==> src/rtl/keypad_pkg.sv <==
// Shared keypad constants, column state encoding and the bit-index to key-code map.
// Snapshot bit index is col*NUM_ROWS + row.
package keypad_pkg;

  localparam int NUM_ROWS = 4;
  localparam int NUM_COLS = 3;
  localparam int NUM_KEYS = NUM_ROWS * NUM_COLS;

  localparam logic [3:0] KEY_STAR = 4'd10;
  localparam logic [3:0] KEY_HASH = 4'd11;

  typedef enum logic [1:0] {
    COL_0 = 2'd0,
    COL_1 = 2'd1,
    COL_2 = 2'd2
  } col_state_e;

  function automatic logic [3:0] bit_to_code(input int idx);
    logic [3:0] code;
    case (idx)
      0:       code = 4'd1;
      1:       code = 4'd4;
      2:       code = 4'd7;
      3:       code = KEY_STAR;
      4:       code = 4'd2;
      5:       code = 4'd5;
      6:       code = 4'd8;
      7:       code = 4'd0;
      8:       code = 4'd3;
      9:       code = 4'd6;
      10:      code = 4'd9;
      11:      code = KEY_HASH;
      default: code = 4'd0;
    endcase
    return code;
  endfunction

endpackage

==> src/rtl/keypad_encode.sv <==
// Combinational decode of a 12-bit keypad state: flags a single pressed key
// and returns the code of the lowest set bit.
module keypad_encode
  import keypad_pkg::*;
(
  input  logic [NUM_KEYS-1:0] state,
  output logic                one_hot,
  output logic [3:0]          code
);

  always_comb begin
    code = '0;
    for (int i = NUM_KEYS - 1; i >= 0; i--) begin
      if (state[i]) code = bit_to_code(i);
    end
  end

  assign one_hot = (state != '0) && ((state & (state - 1'b1)) == '0);

endmodule

==> src/rtl/keypad_scanner.sv <==
// 4x3 keypad column scanner with row synchronizer, whole-scan debounce and
// single-cycle key events.
module keypad_scanner
  import keypad_pkg::*;
#(
  parameter int SCAN_DIV       = 1000,
  parameter int DEBOUNCE_SCANS = 4
) (
  input  logic                clk_1,
  input  logic                rst,
  input  logic [NUM_ROWS-1:0] key_row,
  output logic [NUM_COLS-1:0] key_col,
  output logic                key_valid,
  output logic [3:0]          key_code,
  output logic                key_held,
  output col_state_e          scan_state
);

  localparam int DIV_W  = (SCAN_DIV > 1) ? $clog2(SCAN_DIV) : 1;
  localparam int STAB_W = $clog2(DEBOUNCE_SCANS + 1);

  logic [DIV_W-1:0]    div_cnt;
  col_state_e          col_state, col_next;
  logic [NUM_ROWS-1:0] row_s1, row_s2;
  logic [NUM_KEYS-1:0] snapshot, snap_full, raw_prev, deb;
  logic [STAB_W-1:0]   stab_cnt;
  logic                col_done, scan_end;
  logic                new_one_hot;
  logic [3:0]          new_code;

  assign col_done   = (div_cnt == DIV_W'(SCAN_DIV - 1));
  assign scan_end   = col_done && (col_state == COL_2);
  assign scan_state = col_state;

  // Snapshot with the current column's synced rows merged in, so the scan-end
  // comparison sees column 2 in the same cycle it is sampled.
  always_comb begin
    snap_full = snapshot;
    case (col_state)
      COL_0:   snap_full[0*NUM_ROWS +: NUM_ROWS] = row_s2;
      COL_1:   snap_full[1*NUM_ROWS +: NUM_ROWS] = row_s2;
      COL_2:   snap_full[2*NUM_ROWS +: NUM_ROWS] = row_s2;
      default: snap_full = snapshot;
    endcase
  end

  always_ff @(posedge clk_1 or negedge rst) begin
    if (!rst) col_state <= COL_0;
    else      col_state <= col_next;
  end

  always_comb begin
    col_next = col_state;
    key_col  = 3'b001;
    case (col_state)
      COL_0: begin
        key_col = 3'b001;
        if (col_done) col_next = COL_1;
      end
      COL_1: begin
        key_col = 3'b010;
        if (col_done) col_next = COL_2;
      end
      COL_2: begin
        key_col = 3'b100;
        if (col_done) col_next = COL_0;
      end
      default: begin
        key_col  = 3'b001;
        col_next = COL_0;
      end
    endcase
  end

  always_ff @(posedge clk_1 or negedge rst) begin
    if (!rst) begin
      div_cnt  <= '0;
      row_s1   <= '0;
      row_s2   <= '0;
      snapshot <= '0;
    end else begin
      div_cnt <= col_done ? '0 : div_cnt + 1'b1;
      row_s1  <= key_row;
      row_s2  <= row_s1;
      if (col_done) snapshot <= snap_full;
    end
  end

  keypad_encode u_encode (
    .state   (raw_prev),
    .one_hot (new_one_hot),
    .code    (new_code)
  );

  // key_valid is a one-cycle strobe with no back-pressure: the consumer must
  // take key_code in the cycle key_valid is high; key_code then holds.
  always_ff @(posedge clk_1 or negedge rst) begin
    if (!rst) begin
      raw_prev  <= '0;
      stab_cnt  <= '0;
      deb       <= '0;
      key_valid <= 1'b0;
      key_code  <= '0;
      key_held  <= 1'b0;
    end else begin
      key_valid <= 1'b0;
      if (scan_end) begin
        if (snap_full != raw_prev) begin
          raw_prev <= snap_full;
          stab_cnt <= STAB_W'(1);
        end else if (stab_cnt < STAB_W'(DEBOUNCE_SCANS)) begin
          stab_cnt <= stab_cnt + 1'b1;
          if (stab_cnt == STAB_W'(DEBOUNCE_SCANS - 1)) begin
            deb      <= raw_prev;
            key_held <= (raw_prev != '0);
            // Only a clean transition from nothing to one key is an event.
            if ((deb == '0) && new_one_hot) begin
              key_valid <= 1'b1;
              key_code  <= new_code;
            end
          end
        end
      end
    end
  end

endmodule

==> config.mk <==
export PLATFORM = sky130hd
export DESIGN_NAME = keypad_scanner
export DESIGN_NICKNAME = d
export VERILOG_FILES = /design/src/rtl/keypad_pkg.sv /design/src/rtl/keypad_encode.sv /design/src/rtl/keypad_scanner.sv
export SDC_FILE = /design/constraint.sdc
export NUM_CORES = 1
export LEC_CHECK = 0
export CAP_MARGIN = 20
export CORE_MARGIN = 4
export CORE_UTILIZATION = 63
export DETAILED_ROUTE_END_ITERATION = 7
export PLACE_DENSITY = 0.92
export SLEW_MARGIN = 15
export SYNTH_ARGS = -nofsm -noshare
export SYNTH_HDL_FRONTEND = slang
export SYNTH_SLANG_ARGS = --single-unit
==> constraint.sdc <==
create_clock -name clk_1 -period 4.5 [get_ports clk_1]
set_input_delay 0.9 -clock clk_1 [delete_from_list [all_inputs] [get_ports clk_1]]
set_output_delay 0.9 -clock clk_1 [all_outputs]
set_load 0.01 [all_outputs]
Word level (Yosys, flattened, before mapping) --
Cells that the tools add are included.
Cells by class: add/sub/neg operators 3, $lt $le $gt $ge 1, equality and inequality tests 8, mux-type cells 28, bitwise operators 2, reductions and logical operators 13
Operator list (count):
- $mux 4 | 15
- $logic_not 12->1 | 2
- $and 12x12->12 | 1
- $ne 12x12->1 | 1
- $reduce_bool 12->1 | 1
- $sub 12x1->12 const B | 1
- $add 10x1->10 const B | 1
- $eq 10x10->1 const B | 1
- $mux 10 | 1
- $mux 2 | 3
- $mux 3 | 2
- $ne 2x2->1 const B | 3
- $pmux 2 s3 | 1
- $pmux 3 s2 | 1
- $mux 1 | 5
- $reduce_and 5->1 | 1
- $reduce_and 2->1 | 2
- $reduce_and 4->1 | 1
- $add 3x1->3 const B | 1
- $eq 3x2->1 const B | 1
- $logic_and 1x1->1 | 3
- $lt 3x3->1 const B | 1
- $reduce_and 3->1 | 1
- $eq 2x1->1 const B | 1
- other kinds (4) | 4
Storage, ports and cells: bits in registers 65, output and inout port bits 11, logic and storage cells 66

Depth between registers and ports, before layout --
Gate-level depths: netlist of run 1.
depth in word-level cells 12, mapped depth 10, mapped depth without buffers 8

Hierarchy --
Synthesis of run 1 repeated with hierarchy kept, for this count alone.
Second synthesis, totals: cell total of the unflattened synthesis 290, area total of the unflattened synthesis 3280.6 µm²
By module, submodules not included:
- keypad_scanner | instances 1, cells an instance 247, area an instance 2986.6 µm², seq. area each 1626.6 µm²
- keypad_encode | instances 1, cells an instance 43, area an instance 294.0 µm², seq. area each 0.0 µm²

Worst setup path before layout of run 1 --
Ideal clock, no wire load.
path type reg2reg, from register col_state[0] (netlist: scan_state[0]), to register key_code[0], library setup time 0.127 ns, arrival 2.534 ns, required time 4.373 ns, setup slack 1.839 ns, stages on the path, launching flop included 10, clock period less this slack 2.661 ns, cells stage by stage dfrtp_1 > inv_1 > ha_1 > buf_4 > mux2i_1 > xor2_1 > nand4_2 > nor4_4 > and4_4 > mux2_1
On the way: word-level cells in the longest chain between the ends 5, elaborated cells on any way between the ends 10
Ends and longest elaborated chain:
- start: declaration | RTL line keypad_scanner.sv:23 | col_state_e col_state, col_next;
- start signal: assignment | RTL line keypad_scanner.sv:49 | else col_state <= col_next;
- $eq 2x1->1 (tied with other cells) | RTL line keypad_scanner.sv:39 | case (col_state)
- $mux 4 | RTL line keypad_scanner.sv:39
- $ne 12x12->1 | RTL line keypad_scanner.sv:108 | if (snap_full != raw_prev) begin
- $not 1->1 (no source line)
- $reduce_and 5->1 (no source line) (*)
- end signal: assignment | RTL line keypad_scanner.sv:119 | key_code <= new_code;
- end: declaration | RTL line keypad_scanner.sv:14 | output logic [3:0] key_code,
Mark *: on every way between the ends. The rest lies on a longest branch, timed or not. A chain may end at the register's enable or synchronous reset.

Worst setup path in the final report of run 1 --
from register col_state[0] (netlist: scan_state[0]), to register key_code[2]
Same word-level chain as after synthesis.

==> flow_metrics.env, run 1 <==
export IMPL_run_status="completed"
export IMPL_worstReg2RegStart="scan_state[0]"
export IMPL_cts_clk_slew_worst_paths_ps=70
export IMPL_final_setup_tns_ps=0
export IMPL_ir_drop_mv=0.1923
export IMPL_die_area_sq_mm=0.006119
export IMPL_die_w_um=78.23
export IMPL_yosys_area_top_type="dfrtp_1"
export IMPL_dr_pass1_iters=4
export IMPL_layout_setup_ws_ps=1409
export IMPL_met3WireLength_um=363
export IMPL_tightest_slew_ps=607.3
export IMPL_wl_met1_mm=2.501
export IMPL_cp_startpoint="scan_state[0]"
export IMPL_cp_max_fo=14
export IMPL_setup_viol=0
export IMPL_hpwl_mm=4.181
export IMPL_start_util_pct=65.34
export IMPL_wl_per_cell_um=16.21
export IMPL_end_kind="flip-flop"
export IMPL_fmax_mhz=323.5
export IMPL_fin_skew_ps=7.630
export IMPL_wl_met2_mm=2.980
export IMPL_crit_required_ps=4730
export IMPL_design_core_area_sq_mm=0.004755
export IMPL_netlist_top_cells_area="dfrtp_1 (52%), mux2_2 (7.6%), xor2_1 (3.7%)"
export IMPL_clock_latency_ps=350
export IMPL_wirelength_mm=5.983
export IMPL_cts_repair_resized=0
export IMPL_htreeDepth=3
export IMPL_final_nets=309
export IMPL_start_kind="flip-flop"
export IMPL_numCtsBuffers=9
export IMPL_worstPathCellList="inv_1, ha_1, mux2i_1, xnor2_1, nand4_1, nor4_4, buf_4, and4_4, mux2_1"
export IMPL_diodes=0
export IMPL_cts_setup_buffers=0
export IMPL_track_usage_pct=22.83
export IMPL_port_buffers=16
export IMPL_synth_most_common_cell="dfrtp_1"
export IMPL_die_h_um=78.23
export IMPL_cts_sinks=65
export IMPL_synthCells=285
export IMPL_dr_total_vias=2154
export IMPL_grt_max_degree=50
export IMPL_syn_nets=297
export IMPL_synth_cell_types=40
export IMPL_topRoutingLayerUsed="met4"
export IMPL_drive_gt1_share_pct=16.23
export IMPL_cts_root_buffer="clkbuf_8"
export IMPL_pre_cts_slack_ps=1462
export IMPL_fin_crit_ps=3091
export IMPL_cap_violations=0
export IMPL_postRouteAntennaNets=0
export IMPL_nFillCells=334
export IMPL_synth_seq_cells=65
export IMPL_synth_main_ff_cell="dfrtp_1"
export IMPL_yosysTopAreaCellShare_pct=52.36
export IMPL_maxSlewViolCount=0
export IMPL_synth_area_sq_mm=0.003107
export IMPL_finalHoldViolCount=0
export IMPL_grt_setup_unrepaired="false"
export IMPL_avgSynthCellArea_sq_um=10.90
export IMPL_reg2reg_slack_ps=1410
export IMPL_crit_path_top_delay_cell="ha_1"
export IMPL_io_pins=17
export IMPL_p_per_area_mw_per_mm2=311.8
export IMPL_yosysSeqAreaShare_pct=52.36
export IMPL_maxSlewHeadroom_pct=59.51
export IMPL_clock_path_buffers=2
export IMPL_cp_arrival_ps=3320
export IMPL_postSynth_asyncResetShare_pct=100.0
export IMPL_yosysWarnings=0
export IMPL_grt_pass1_vias=2143
export IMPL_grt_pass1_wl_mm=10.47
export IMPL_syn_to_final_growth_pct=11.92
export IMPL_p_leak_nw=1.600
export IMPL_post_route_period_util_pct=68.69
export IMPL_critPathKind="reg -> reg"
export IMPL_hold_class="reg -> reg"
export IMPL_gr_total_overflow=0
export IMPL_hold_start="row_s1[2]"
export IMPL_rows=25
export IMPL_route_detailed_drc=0
export IMPL_synth_edff_count=0
export IMPL_cts_tree="yes"
export IMPL_vias_per_cell=5.837
export IMPL_first_iter_violations=206
export IMPL_gp_congestion=0.8360
export IMPL_ys_top_cells_by_count="dfrtp_1 (65), nor2_1 (24), mux2_2 (21), nand2_1 (21), o21ai_0 (19)"
export IMPL_grt_antenna_before_repair=0
export IMPL_cp_slowest_stage_delay_ps=470
export IMPL_postCtsHoldBufs=0
cells by family after synthesis:
kind of cell / synth area share [%]
compound gates: 8.256
xor+xnor: 5.074
fa+ha+maj: 2.739
buf+inv: 3.866
flops: 52.36
mux: 13.17
simple gates: 14.54
flip-flops by register name, summed over array words and instances (netlist names):
name,flops
deb,12
div_cnt,10
key_code,4
key_held,1
key_valid,1
raw_prev,12
row_s1,4
row_s2,4
scan_state,2
snapshot,12
stab_cnt,3
critical path: cells and delay by family, from the launching register on:
family / cells / cell delay [ps]
xor gates and xnor gates: 1 / 190
adders and majority gates: 1 / 470
buffers and inverters: 2 / 350
DFF: 1 / 420
muxes: 2 / 720
and+or+nand+nor: 3 / 800
path summary, 6_finish.rpt:
kind / cells past startpoint / end
worst max-delay path: 9 / key_code[2]
worst min-delay path: 0 / row_s2[2]
worst max register to register: 9 / key_code[2]
worst min register to register: 0 / row_s2[2]
max in group asynchronous: 2 / snapshot[11]
min in group asynchronous: 1 / scan_state[1]
cells in the final DEF, fill, tap and decap left out, types with 4 or more instances in the layout:
master           Yosys  layout
mux2_2              21      21
nand4_1              5       5
nor2_1              24      24
clkdlybuf4s50_1      0      15
mux2_1               4       4
nand2_1             21      21
dfrtp_1             65      65
inv_1                9       9
nor3_1               7       7
clkbuf_8             0       9
o21ai_0             19      19
and3_1               5       5
nor4_1               8       8
ha_1                 6       6
xnor2_1              5       5
xor2_1              13      13
mux2i_1             10      10
buf_4                3       4
a21oi_1             13      13
nand3_1              6       6
where the power goes:
part	switching [mW]	total [mW]	internal, mW	leakage, nW
registers	0.00385	0.592	0.588	0.875
logic	0.0155	0.0216	0.00608	0.631
clock network	0.216	0.471	0.255	0.0933
total	0.236	1.08	0.849	1.60
metrics by stage:
| stage | std cells | total power, mW | hold slack, ps | util [%] | instance area [sq um] |
|---|---|---|---|---|---|
| 3_3_place_gp | 353 | 0.6238 | 331.5 | 69.18 | 3289 |
| 3_5_place_dp | 353 | 0.6251 | 337.1 | 69.18 | 3289 |
| 2_1_floorplan | 285 | 0.6063 | 331.2 | - | 3107 |
| 6_report | 369 | 1.084 | 350.8 | 73.13 | 3477 |
| 4_1_cts | 369 | 1.098 | 353.2 | 73.13 | 3477 |
| 5_1_grt | 369 | 1.138 | 368.6 | 73.13 | 3477 |
layout make-up:
cell class	count	area (sq um)	share of cell area, %
Sequential cell	65	1627	46.78
Multi-Input combinational cell	192	1360	39.11
Timing Repair Buffer	20	185.2	5.326
Clock buffer	11	131.4	3.778
Tap cell	67	83.83	2.411
Clock inverter	5	56.30	1.619
Inverter	9	33.78	0.9716
per-layer routing:
layer	up-vias	track usage, %
li1	1024	-
met1	1048	27.95
met2	69	36.04
met3	13	7.913
met4	0	11.36
met5	-	0
Power figures use the tool's default switching activity.
==> run 2, diff against run 1 <==
--- a/config.mk
+++ b/config.mk
@@ -7,9 +7,9 @@
 export LEC_CHECK = 0
 export CAP_MARGIN = 20
 export CORE_MARGIN = 4
-export CORE_UTILIZATION = 63
+export CORE_UTILIZATION = 53
 export DETAILED_ROUTE_END_ITERATION = 7
-export PLACE_DENSITY = 0.92
+export PLACE_DENSITY = 0.84
 export SLEW_MARGIN = 15
 export SYNTH_ARGS = -nofsm -noshare
 export SYNTH_HDL_FRONTEND = slang
==> constraint.sdc (replaced) <==
create_clock -name clk_1 -period 2.6 [get_ports clk_1]
set_input_delay 0.52 -clock clk_1 [delete_from_list [all_inputs] [get_ports clk_1]]
set_output_delay 0.52 -clock clk_1 [all_outputs]
set_load 0.01 [all_outputs]
==> run 2 against run 1 <==
Effect of this change: register-to-register slack worse by 1400 ps; flip-flop and latch count did not move; final cell count up 6.2%; non-clock buffer count rose by 18.
==> flow_metrics.env, run 2 (synthesized netlist as in run 1, its figures left out) <==
export IMPL_run_status="completed"
export IMPL_maxSlewHeadroom_pct=53.82
export IMPL_pre_cts_slack_ps=-101.1
export IMPL_first_iter_violations=350
export IMPL_clock_path_buffers=2
export IMPL_mostFrequentLayoutCell="dfrtp_1"
export IMPL_drive_gt1_share_pct=26.25
export IMPL_postRouteAntennaNets=0
export IMPL_cts_clk_slew_worst_paths_ps=80
export IMPL_finalHoldViolCount=0
export IMPL_end_kind="flip-flop"
export IMPL_die_h_um=84.56
export IMPL_crit_family="buffers and inverters"
export IMPL_design_core_area_sq_mm=0.005608
export IMPL_syn_to_final_growth_pct=21.10
export IMPL_crit_required_ps=2850
export IMPL_dr_pass1_iters=5
export IMPL_final_setup_tns_ps=0
export IMPL_tightest_slew_ps=692.7
export IMPL_grt_pass1_wl_mm=10.73
export IMPL_cts_sinks=65
export IMPL_ir_drop_mv=0.4176
export IMPL_rows=27
export IMPL_p_per_area_mw_per_mm2=494.4
export IMPL_worstReg2RegStart="scan_state[1]"
export IMPL_start_util_pct=55.40
export IMPL_cp_slowest_stage_delay_ps=450
export IMPL_cts_tree="yes"
export IMPL_final_nets=327
export IMPL_post_route_period_util_pct=98.29
export IMPL_cp_num_buf_inv=3
export IMPL_diodes=0
export IMPL_cp_arrival_ps=2810
export IMPL_multi_input_area_sq_mm=0.001493
export IMPL_p_total_mw=1.860
export IMPL_p_leak_nw=1.693
export IMPL_crit_path_top_delay_cell="dfrtp_2"
export IMPL_fmax_mhz=391.3
export IMPL_setup_viol=0
export IMPL_die_area_sq_mm=0.007150
export IMPL_layout_setup_ws_ps=44.58
export IMPL_placed_area_sq_mm=0.003413
export IMPL_fin_crit_ps=2555
export IMPL_hpwl_mm=4.285
export IMPL_largestRegisters="deb (12), raw_prev (12), snapshot (12)"
export IMPL_grt_max_degree=37
export IMPL_wirelength_mm=6.964
export IMPL_grt_pass1_vias=2182
export IMPL_gr_total_overflow=0
export IMPL_cp_max_fo=21
export IMPL_utilization_pct=67.09
export IMPL_critPathKind="reg -> reg"
export IMPL_cp_startpoint="scan_state[1]"
export IMPL_fin_skew_ps=13.11
export IMPL_htreeDepth=3
export IMPL_io_pins=17
export IMPL_track_usage_pct=19.11
export IMPL_cts_root_buffer="clkbuf_8"
export IMPL_worstPathCellList="inv_2, ha_4, mux2i_4, xor2_2, nand4_2, buf_4, o311ai_4, buf_6, nand2_1, o21ai_0"
export IMPL_clock_latency_ps=360
export IMPL_vias_per_cell=5.957
export IMPL_port_buffers=16
export IMPL_numCtsBuffers=9
export IMPL_register_area_sq_mm=0.001628
export IMPL_grt_antenna_before_repair=0
export IMPL_die_w_um=84.56
export IMPL_maxSlewViolCount=0
export IMPL_gp_congestion=0.8874
export IMPL_start_kind="flip-flop"
export IMPL_cap_violations=0
export IMPL_wl_per_cell_um=17.77
export IMPL_hold_class="in -> async"
export IMPL_fin_area_sq_mm=0.003762
export IMPL_final_cell_mix="dfrtp_1 (64), nor2_1 (24), nand2_1 (21), mux2_2 (21), buf_4 (20)"
export IMPL_nFillCells=408
export IMPL_route_detailed_drc=0
export IMPL_dr_total_vias=2335
run 2: final cells by class:
cell class / instances / area share [%]
repair buffers: 38 / 8.946
well taps: 72 / 2.394
clock buffers: 11 / 4.024
flip-flops and latches: 65 / 43.27
clock inverters: 5 / 0.7981
multi-input cells: 192 / 39.67
inverters: 9 / 0.8979
run 2: metal layers:
layer  track usage [%]  vias up  wire [um]
met1             25.14     1149       2854
met4             8.633        0        165
met5                 0        -          0
met3             5.888       21        490
met2             29.11      116       3453
li1                  -     1049          -
run 2: final timing paths:
| check | endpoint | slack, ps | cells past startpoint |
|---|---|---|---|
| min in group clk_1 | row_s2[2] | 350 | 0 |
| max in group asynchronous | scan_state[1] | 1750 | 2 |
| hold / removal | div_cnt[1] | 200 | 1 |
| setup / recovery | raw_prev[8] | 40 | 10 |
| setup reg to reg | raw_prev[8] | 40 | 10 |
| hold reg to reg | row_s2[2] | 350 | 0 |
run 2: timing repair:
action	CTS	global route
hold buffers	0	0
gates resized for setup	4	19
pin swaps	0	6
setup endpoints to repair	30	33
setup buffers	0	5
run 2: metrics by stage:
stage | std cells | hold WS, ps
after floorplan | 285 | 224.4
final | 392 | 202.7
after global placement | 371 | 332.9
after global routing | 392 | 257.3
after detailed placement | 371 | 338.6
after CTS | 387 | 222.7
run 2: power breakdown:
group / switching (mW) / internal (mW)
registers: 0.00825 / 1.02
clock network: 0.392 / 0.392
logic: 0.0308 / 0.0197
total: 0.431 / 1.43
